[src/rtl/pp_pkg.sv]
// Shared frame layout, state encoding and group-count helper for pp_decoder and pp_encoder.
// Supplies fallback values for the TOTAL_UART / TOTAL_GPIO_CTRLS build macros.
`ifndef TOTAL_UART
`define TOTAL_UART 8
`endif
`ifndef TOTAL_GPIO_CTRLS
`define TOTAL_GPIO_CTRLS 8
`endif

package pp_pkg;
  localparam logic [1:0] PP_TYPE_WRITE = 2'b00;
  localparam logic [1:0] PP_TYPE_READ  = 2'b01;
  localparam logic [1:0] PP_TYPE_CTRL  = 2'b10;
  localparam logic [1:0] PP_TYPE_RSVD  = 2'b11;

  localparam int PP_FRAME_W   = 48;
  localparam int PP_TYPE_HI   = 47;
  localparam int PP_TYPE_LO   = 46;
  localparam int PP_ID_HI     = 45;
  localparam int PP_ID_LO     = 40;
  localparam int PP_PAYLOAD_W = 40;

  typedef enum logic [2:0] {
    S_IDLE, S_FETCH, S_LATCH, S_DECODE, S_WR, S_RD, S_CTRL, S_ERR
  } pp_dec_state_e;

  // Peripherals are addressed four to a group.
  function automatic int grp_count(input int n);
    return (n + 3) >> 2;
  endfunction
endpackage

[src/rtl/pp_dec_timer.sv]
// Ack-timeout counter for pp_decoder; compiled only when PP_DEC_TIMEOUT_EN is defined.
`ifdef PP_DEC_TIMEOUT_EN
module pp_dec_timer #(
  parameter int TIMEOUT_CYCLES = 1024
) (
  input  logic clk,
  input  logic rst_n,
  input  logic clear,
  input  logic run,
  output logic expired
);
  localparam int CNT_W = $clog2(TIMEOUT_CYCLES + 1);

  logic [CNT_W-1:0] cnt;

  // Fires on the TIMEOUT_CYCLES-th cycle spent running since the last clear.
  assign expired = run && (cnt == CNT_W'(TIMEOUT_CYCLES - 1));

  always_ff @(posedge clk) begin
    if (!rst_n)                cnt <= '0;
    else if (clear)            cnt <= '0;
    else if (run && !expired)  cnt <= cnt + 1'b1;
  end
endmodule
`endif

[src/rtl/pp_decoder.sv]
// Host command dispatcher: pops 48-bit frames, issues group writes or encoder reads, drops bad frames.
// Optional ack timeout is enabled by defining PP_DEC_TIMEOUT_EN.
module pp_decoder
  import pp_pkg::*;
#(
  parameter int TOTAL_UART        = `TOTAL_UART,
  parameter int TOTAL_GPIO_CTRLS  = `TOTAL_GPIO_CTRLS,
  parameter int UART_TOTAL_GRP    = grp_count(TOTAL_UART),
  parameter int GPIO_TOTAL_GRP    = grp_count(TOTAL_GPIO_CTRLS),
  parameter int TOTAL_GRP         = UART_TOTAL_GRP + GPIO_TOTAL_GRP,
  parameter int WR_DATA_BUS_WIDTH = 48,
  parameter int TIMEOUT_CYCLES    = 1024
) (
  input  logic                         clk,
  input  logic                         rst_n,
  input  logic                         fifo_empty,
  input  logic [WR_DATA_BUS_WIDTH-1:0] fifo_data,
  output logic                         fifo_rd_en,
  output logic [TOTAL_GRP-1:0]         wr_req,
  output logic [PP_PAYLOAD_W-1:0]      wr_data,
  input  logic [TOTAL_GRP-1:0]         wr_ack,
  output logic                         rd_req,
  output logic [TOTAL_GRP-1:0]         rd_slave_id,
  input  logic                         rd_req_ack,
  output logic                         busy,
  output logic                         err_pulse,
  output logic [7:0]                   err_cnt
);
  pp_dec_state_e                  state;
  logic [WR_DATA_BUS_WIDTH-1:0]   r_frame;
  logic [1:0]                     f_type;
  logic [PP_ID_HI-PP_ID_LO:0]     f_id;
  logic                           id_ok;
  logic                           wr_done;

  assign f_type  = r_frame[PP_TYPE_HI:PP_TYPE_LO];
  assign f_id    = r_frame[PP_ID_HI:PP_ID_LO];
  assign id_ok   = int'(f_id) < TOTAL_GRP;
  // wr_req is one-hot on the addressed group, so masking filters out other groups' acks.
  assign wr_done = |(wr_ack & wr_req);
  assign busy    = (state != S_IDLE);

`ifdef PP_DEC_TIMEOUT_EN
  logic expired;

  pp_dec_timer #(.TIMEOUT_CYCLES(TIMEOUT_CYCLES)) u_timer (
    .clk     (clk),
    .rst_n   (rst_n),
    .clear   (state == S_DECODE),
    .run     (state == S_WR || state == S_RD),
    .expired (expired)
  );
`endif

  always_ff @(posedge clk) begin
    if (!rst_n) begin
      state       <= S_IDLE;
      r_frame     <= '0;
      fifo_rd_en  <= 1'b0;
      wr_req      <= '0;
      wr_data     <= '0;
      rd_req      <= 1'b0;
      rd_slave_id <= '0;
      err_pulse   <= 1'b0;
      err_cnt     <= '0;
    end else begin
      fifo_rd_en <= 1'b0;
      err_pulse  <= 1'b0;
      case (state)
        S_IDLE: if (!fifo_empty) begin
          fifo_rd_en <= 1'b1;
          state      <= S_FETCH;
        end
        S_FETCH: state <= S_LATCH;
        // FIFO read data lands two cycles after the pop.
        S_LATCH: begin
          r_frame <= fifo_data;
          state   <= S_DECODE;
        end
        S_DECODE: begin
          if (f_type == PP_TYPE_RSVD || (f_type != PP_TYPE_CTRL && !id_ok)) begin
            state <= S_ERR;
          end else if (f_type == PP_TYPE_WRITE) begin
            wr_req  <= TOTAL_GRP'(1) << f_id;
            wr_data <= r_frame[PP_PAYLOAD_W-1:0];
            state   <= S_WR;
          end else if (f_type == PP_TYPE_READ) begin
            rd_req      <= 1'b1;
            rd_slave_id <= TOTAL_GRP'(f_id);
            state       <= S_RD;
          end else begin
            state <= S_CTRL;
          end
        end
        S_WR: begin
          if (wr_done) begin
            wr_req <= '0;
            state  <= S_IDLE;
          end
`ifdef PP_DEC_TIMEOUT_EN
          else if (expired) begin
            wr_req <= '0;
            state  <= S_ERR;
          end
`endif
        end
        S_RD: begin
          if (rd_req_ack) begin
            rd_req <= 1'b0;
            state  <= S_IDLE;
          end
`ifdef PP_DEC_TIMEOUT_EN
          else if (expired) begin
            rd_req <= 1'b0;
            state  <= S_ERR;
          end
`endif
        end
        S_CTRL: begin
          if (r_frame[0]) err_cnt <= '0;
          state <= S_IDLE;
        end
        S_ERR: begin
          err_pulse <= 1'b1;
          if (err_cnt != 8'hFF) err_cnt <= err_cnt + 8'd1;
          state <= S_IDLE;
        end
        default: state <= S_IDLE;
      endcase
    end
  end
endmodule
[config.mk]
export PLATFORM = sky130hd
export DESIGN_NAME = pp_decoder
export DESIGN_NICKNAME = d
export VERILOG_FILES = /design/src/rtl/pp_pkg.sv /design/src/rtl/pp_dec_timer.sv /design/src/rtl/pp_decoder.sv
export SDC_FILE = /design/constraint.sdc
export NUM_CORES = 1
export LEC_CHECK = 0
export CAP_MARGIN = 10
export CORE_MARGIN = 2
export CORE_UTILIZATION = 30
export DETAILED_ROUTE_END_ITERATION = 8
export PLACE_DENSITY = 0.56
export SYNTH_ARGS = -nofsm -noshare
export SYNTH_HDL_FRONTEND = slang
export SYNTH_SLANG_ARGS = --single-unit
[constraint.sdc]
create_clock -name clk -period 2.5 [get_ports clk]
set_clock_uncertainty 0.05 [all_clocks]
set_input_delay 0.625 -clock clk [delete_from_list [all_inputs] [get_ports clk]]
set_output_delay 0.625 -clock clk [all_outputs]
set_load 0.01 [all_outputs]
# After elaboration in Yosys (flattened, before gate mapping)
# Index checks and enable logic that the tools add are counted.
word_totals:
  ff_bits: 110
  in_bits: 56
  output_inout_bits: 60
  wordCells: 74
classes:
  n_addsub: 1
  order_cmp: 1
  n_eq_ne: 20
  n_shift: 1
  n_mux: 21
  bitwise_logic: 3
  n_reduce_logical: 18
op_table:
  columns: ["operator", "count"]
  rows:
  - ["$pmux 3 s7", 1]
  - ["$ne 2x2->1 const B", 10]
  - ["$mux 8", 2]
  - ["$pmux 8 s2", 1]
  - ["$eq 3x3->1 const B", 4]
  - ["$mux 4", 3]
  - ["$mux 3", 3]
  - ["$reduce_and 3->1", 3]
  - ["$add 8x1->8 const B", 1]
  - ["$ne 8x8->1 const B", 1]
  - ["$pmux 4 s2", 1]
  - ["$reduce_and 4->1", 2]
  - ["$eq 3x2->1 const B", 2]
  - ["$lt 6x3->1 const B", 1]
  - ["$mux 1", 6]
  - ["$mux 2", 3]
  - ["$reduce_bool 2->1", 3]
  - ["$shl 1x6->4 const A", 1]
  - ["$reduce_and 5->1", 1]
  - ["$and 4x4->4", 1]
  - ["$reduce_or 4->1", 1]
  - ["$eq 3x1->1 const B", 1]
  - ["$logic_not 3->1", 1]
  - ["$reduce_bool 3->1", 1]
  - ["10 further kinds", 11]

# Logic depth before layout (Yosys ltp)
# Gate-level depths: netlist (run 1).
logic_depth:
  word_depth: 6
  depth_mapped: 7
  ltp_nobuf: 5

# Worst setup path after synthesis (run 1)
# OpenSTA, ideal clock, no wires.
synth_path:
  path_kind: "register to register"
  startpoint: "register r_frame[42]"
  endpoint: "register wr_req[0]"
  setup_time_ps: 70
  arrival_time_ps: 1891
  t_required_ps: 2380
  path_slack_ps: 489
  stages_incl_launch_ff: 7
  path_cell_list: "dfxtp_1 or4_1 clkbuf_1 or4_1 clkbuf_1 or3_1 o2bb2ai_1"
synth_via:
  elab_chain_len: 6
  word_cells_on_any_way: 10
  classes_between: "order compare (1); eq/ne (1); shift (1); mux (3); reduce/logical (4)"
synth_rtl:
  columns: ["element", "line", "text"]
  rows:
  - ["from (decl)", "pp_decoder.sv:30", "logic [WR_DATA_BUS_WIDTH-1:0] r_frame;"]
  - ["from (signal assigned)", "pp_decoder.sv:77", "r_frame <= fifo_data;"]
  - ["$lt 6x3->1", "pp_decoder.sv:38", "assign id_ok = int'(f_id) < TOTAL_GRP;"]
  - ["$logic_not 1->1", "pp_decoder.sv:81", "if (f_type == PP_TYPE_RSVD || (f_type != PP_TYPE_CTRL && !id_ok)) begin"]
  - ["$logic_and 1x1->1", "pp_decoder.sv:81", null]
  - ["$logic_or 1x1->1", "pp_decoder.sv:81", null]
  - ["$ne 2x2->1 (no line)", null, null]
  - ["$reduce_and 4->1 (no line)", null, null]
  - ["to (signal assigned)", "pp_decoder.sv:84", "wr_req <= TOTAL_GRP'(1) << f_id;"]
  - ["to (decl)", "pp_decoder.sv:19", "output logic [TOTAL_GRP-1:0] wr_req,"]
# Parallel ways exist; a longest one is shown, timed or not. The select of a mux whose other input is x is not followed.
# A chain may end at the register's enable or synchronous reset.

# Worst setup path after layout (run 1)
layout_path:
  startpoint: "register state[0]"
  endpoint: "output port busy"
layout_via:
  elab_chain_len: 1
layout_rtl:
  columns: ["element", "line", "text"]
  rows:
  - ["from (decl)", "pp_decoder.sv:29", "pp_dec_state_e state;"]
  - ["from (signal assigned)", "pp_decoder.sv:57", "state <= S_IDLE;"]
  - ["from (signal assigned)", "pp_decoder.sv:72", "state <= S_FETCH;"]
  - ["from (signal assigned)", "pp_decoder.sv:74", "S_FETCH: state <= S_LATCH;"]
  - ["$reduce_bool 3->1", "pp_decoder.sv:41", "assign busy = (state != S_IDLE);"]
  - ["to (decl)", "pp_decoder.sv:25", "output logic busy,"]
# No other way between the ends.

==> impl_metrics.tcl, run 1 <==
set metrics [dict create \
    syn_avg_cell_area_um2 7.94 \
    grtUsageTotal 0.154 \
    cp.arrival_ns 1.70 \
    drt_iter0_drc 290 \
    path_clk_slew_ns 0.07 \
    cp_max_fo 13 \
    crit_type "flop to output port" \
    syn-num-nets 568 \
    hold_buffers 0 \
    fmax_mhz 422 \
    chipHeight_um 120 \
    drv_cap 0 \
    regToRegSetupSlack_ns 0.43 \
    final_common_cell "nand2_1" \
    synth_area_um2 4060 \
    clockPowerShare 0.382 \
    synth_top_area_share 0.543 \
    cts_buffers 9 \
    area_delta_synth_final_pct 41.2 \
    finalMaxSlewViolations 0 \
    cts-htree-levels 3 \
    slew_headroom 0.622 \
    endpoint "busy" \
    port_buffers 115 \
    synth_edf_count 0 \
    async_flop_share 0 \
    insertion_delay_ns 0.35 \
    power_frac_seq 0.482 \
    antenna_found_initial 0 \
    p_per_area_nw_per_um2 699 \
    first_pass_iters 4 \
    swShare 0.260 \
    synthTopCellsByArea "dfxtp_1 (54%), nand2_1 (17%), a21oi_1 (12%), clkbuf_1 (2.9%), nor2_1 (1.2%)" \
    die_w_um 120 \
    final_net_count 668 \
    dp_cells 776 \
    rsz0062_at_grt "no" \
    p_sw_mw 1.04 \
    hold_viol 0 \
    rows 42 \
    drive_above_1_share 0.0536 \
    routed_wl_mm 11.1 \
    crit_path_end_kind "output port" \
    wl_per_cell_um 14.0 \
    drtAntennaViolNets 0 \
    yosys.area.top_type "dfxtp_1" \
    r2r_end "wr_req[0]" \
    crit_required_ns 1.82 \
    setup_viol 0 \
    cts_tree "done" \
    cts_resized 0 \
    first_global_vias 3498 \
    vias 3819 \
    gp_congestion 0.848 \
    internal-power_mw 2.96 \
    finalCritPeriodShare 0.949 \
    antennaDiodeCount 0 \
    rr_startpoint "r_frame[42]" \
    grt_remaining_overflow 0 \
    grt_pass1_wl_mm 17.7 \
    ys_seq_elements 110 \
    cts.sinks 110 \
    power.leakage_nw 1.91 \
    r2r_cells 4 \
    hold_slack_ns 0.396 \
    coreArea_um2 13200 \
    ioPinCount 116 \
    post_cts.repair.setup_buffers 0 \
    start_util 0.306 \
    die_area_um2 14500 \
    worst_pin_slew_ns 0.560 \
    fillers 1347 \
    viasPerCell 4.82 \
    ir_drop_uv 430 \
    period_needed_ns 2.37 \
    syn_inst 511 \
    ys.flop_type "dfxtp_1" \
    worstHoldPathType "flop to flop" \
    p_comb_frac 0.136 \
    clk_root_buffer_cell "clkbuf_16" \
    instances_no_fill 792 \
    worst_setup_path_startpoint "state[0]" \
    final_cell_mix "nand2_1 (183), clkdlybuf4s50_1 (115), dfxtp_1 (110)" \
    grt_max_degree 49 \
    cts_buffer_depth 2 \
    status "finished clean" \
    startpoint_type "flop" \
    synth_cell_types 36 \
    yosysSeqAreaShare 0.543 \
    hpwl_mm 7.45 \
    yosys_warnings 0 \
    drc_errors 0 \
    fin_setup_tns_ns 0 \
]
[metrics by stage]
step | util | cell area (um^2) | total power, mW | setup WS (ns)
detailed placement | 0.408 | 5410 | 2.52 | 0.353
global route | 0.433 | 5730 | 4.19 | 0.0568
CTS | 0.433 | 5730 | 4.06 | 0.115
finish | 0.433 | 5730 | 4.01 | 0.128
global placement | 0.408 | 5410 | 2.51 | 0.412
floorplan | - | 4060 | 2.27 | 0.489
[power by group through the flow]
stage | clock network (mW) | logic [mW] | registers, mW
after global routing | 1.64 | 0.605 | 1.94
after floorplan | 0 | 0.334 | 1.94
final | 1.53 | 0.545 | 1.93
after global placement | 0 | 0.548 | 1.97
after CTS | 1.58 | 0.555 | 1.93
after detailed placement | 0 | 0.553 | 1.97
[cell families after synthesis]
family                     synth area share
adders and majority gates           0.00308
buffers and inverters                0.0385
muxes                               0.00493
DFF                                   0.543
AOI/OAI and AO/OA                     0.161
and+or+nand+nor                       0.247
xor gates and xnor gates            0.00216
[synthesized netlist by cell type, types with 2 or more instances]
cell type	instances
dfxtp_1	110
o31ai_1	2
nand3b_1	3
or2_2	2
a21oi_1	98
nand2b_1	2
o2bb2ai_1	4
nor2_1	13
a31oi_1	2
nor4b_1	2
mux2i_1	2
and4_1	3
nand3_1	8
nor4_1	2
o211ai_1	2
a22o_1	2
or3_1	4
buf_2	5
and3_1	4
o21ai_0	7
inv_1	3
nor3_1	2
a21o_1	2
clkbuf_1	31
or4_1	3
nand2_1	183
[sequential cells by signal, indices dropped and copies added, names as in the netlist]
signal	cells
wr_data	40
rd_req	1
err_cnt	8
err_pulse	1
r_frame	48
fifo_rd_en	1
rd_slave_id	4
state	3
wr_req	4
[cell type report]
cell class              instances  area [um^2]  share of cell area
inverters                       3         11.3             0.00197
clock inverters                 7         98.8              0.0173
repair buffers                126         1260               0.220
clock buffers                   9          225              0.0393
well taps                     176          220              0.0384
flip-flops and latches        110         2200               0.384
multi-input cells             361         1710               0.299
[critical path, stage by stage, from the launching register on]
cell and delay, ns:
dfxtp_1 0.42, or3_1 0.43, clkdlybuf4s50_1 0.49
[worst min path at each step]
stage	slack, ns	start	to	cells past startpoint
final	0.40	r_frame[33]	wr_data[33]	2
after detailed placement	0.39	r_frame[20]	wr_data[20]	2
after floorplan	0.38	r_frame[45]	r_frame[45]	2
after CTS	0.40	r_frame[33]	wr_data[33]	2
after global placement	0.39	r_frame[32]	wr_data[32]	2
after global routing	0.41	r_frame[9]	wr_data[9]	2
[layer usage]
layer	GRT usage	up-vias	routed length [um]
li1	-	1895	-
met1	0.203	1789	5120
met2	0.240	119	5070
met3	0.0495	16	706
met4	0.0494	0	173
met5	0	-	0
(Power assumes the default switching activity.)
==> inputs of run 2 (changes only) <==
--- a/config.mk
+++ b/config.mk
@@ -10,6 +10,7 @@
 export CORE_UTILIZATION = 30
 export DETAILED_ROUTE_END_ITERATION = 8
 export PLACE_DENSITY = 0.56
+export SLEW_MARGIN = 40
 export SYNTH_ARGS = -nofsm -noshare
 export SYNTH_HDL_FRONTEND = slang
 export SYNTH_SLANG_ARGS = --single-unit
==> results of run 2 <==
Final layout, timing and power as in run 1 (identical DEF).
==> inputs of run 3 (changes only) <==
--- a/config.mk
+++ b/config.mk
@@ -9,6 +9,7 @@
 export CORE_MARGIN = 2
 export CORE_UTILIZATION = 30
 export DETAILED_ROUTE_END_ITERATION = 8
+export GPL_ROUTABILITY_DRIVEN = 0
 export PLACE_DENSITY = 0.56
 export SLEW_MARGIN = 40
 export SYNTH_ARGS = -nofsm -noshare
==> results of run 3 <==
Final layout, timing and power as in run 1 (identical DEF).
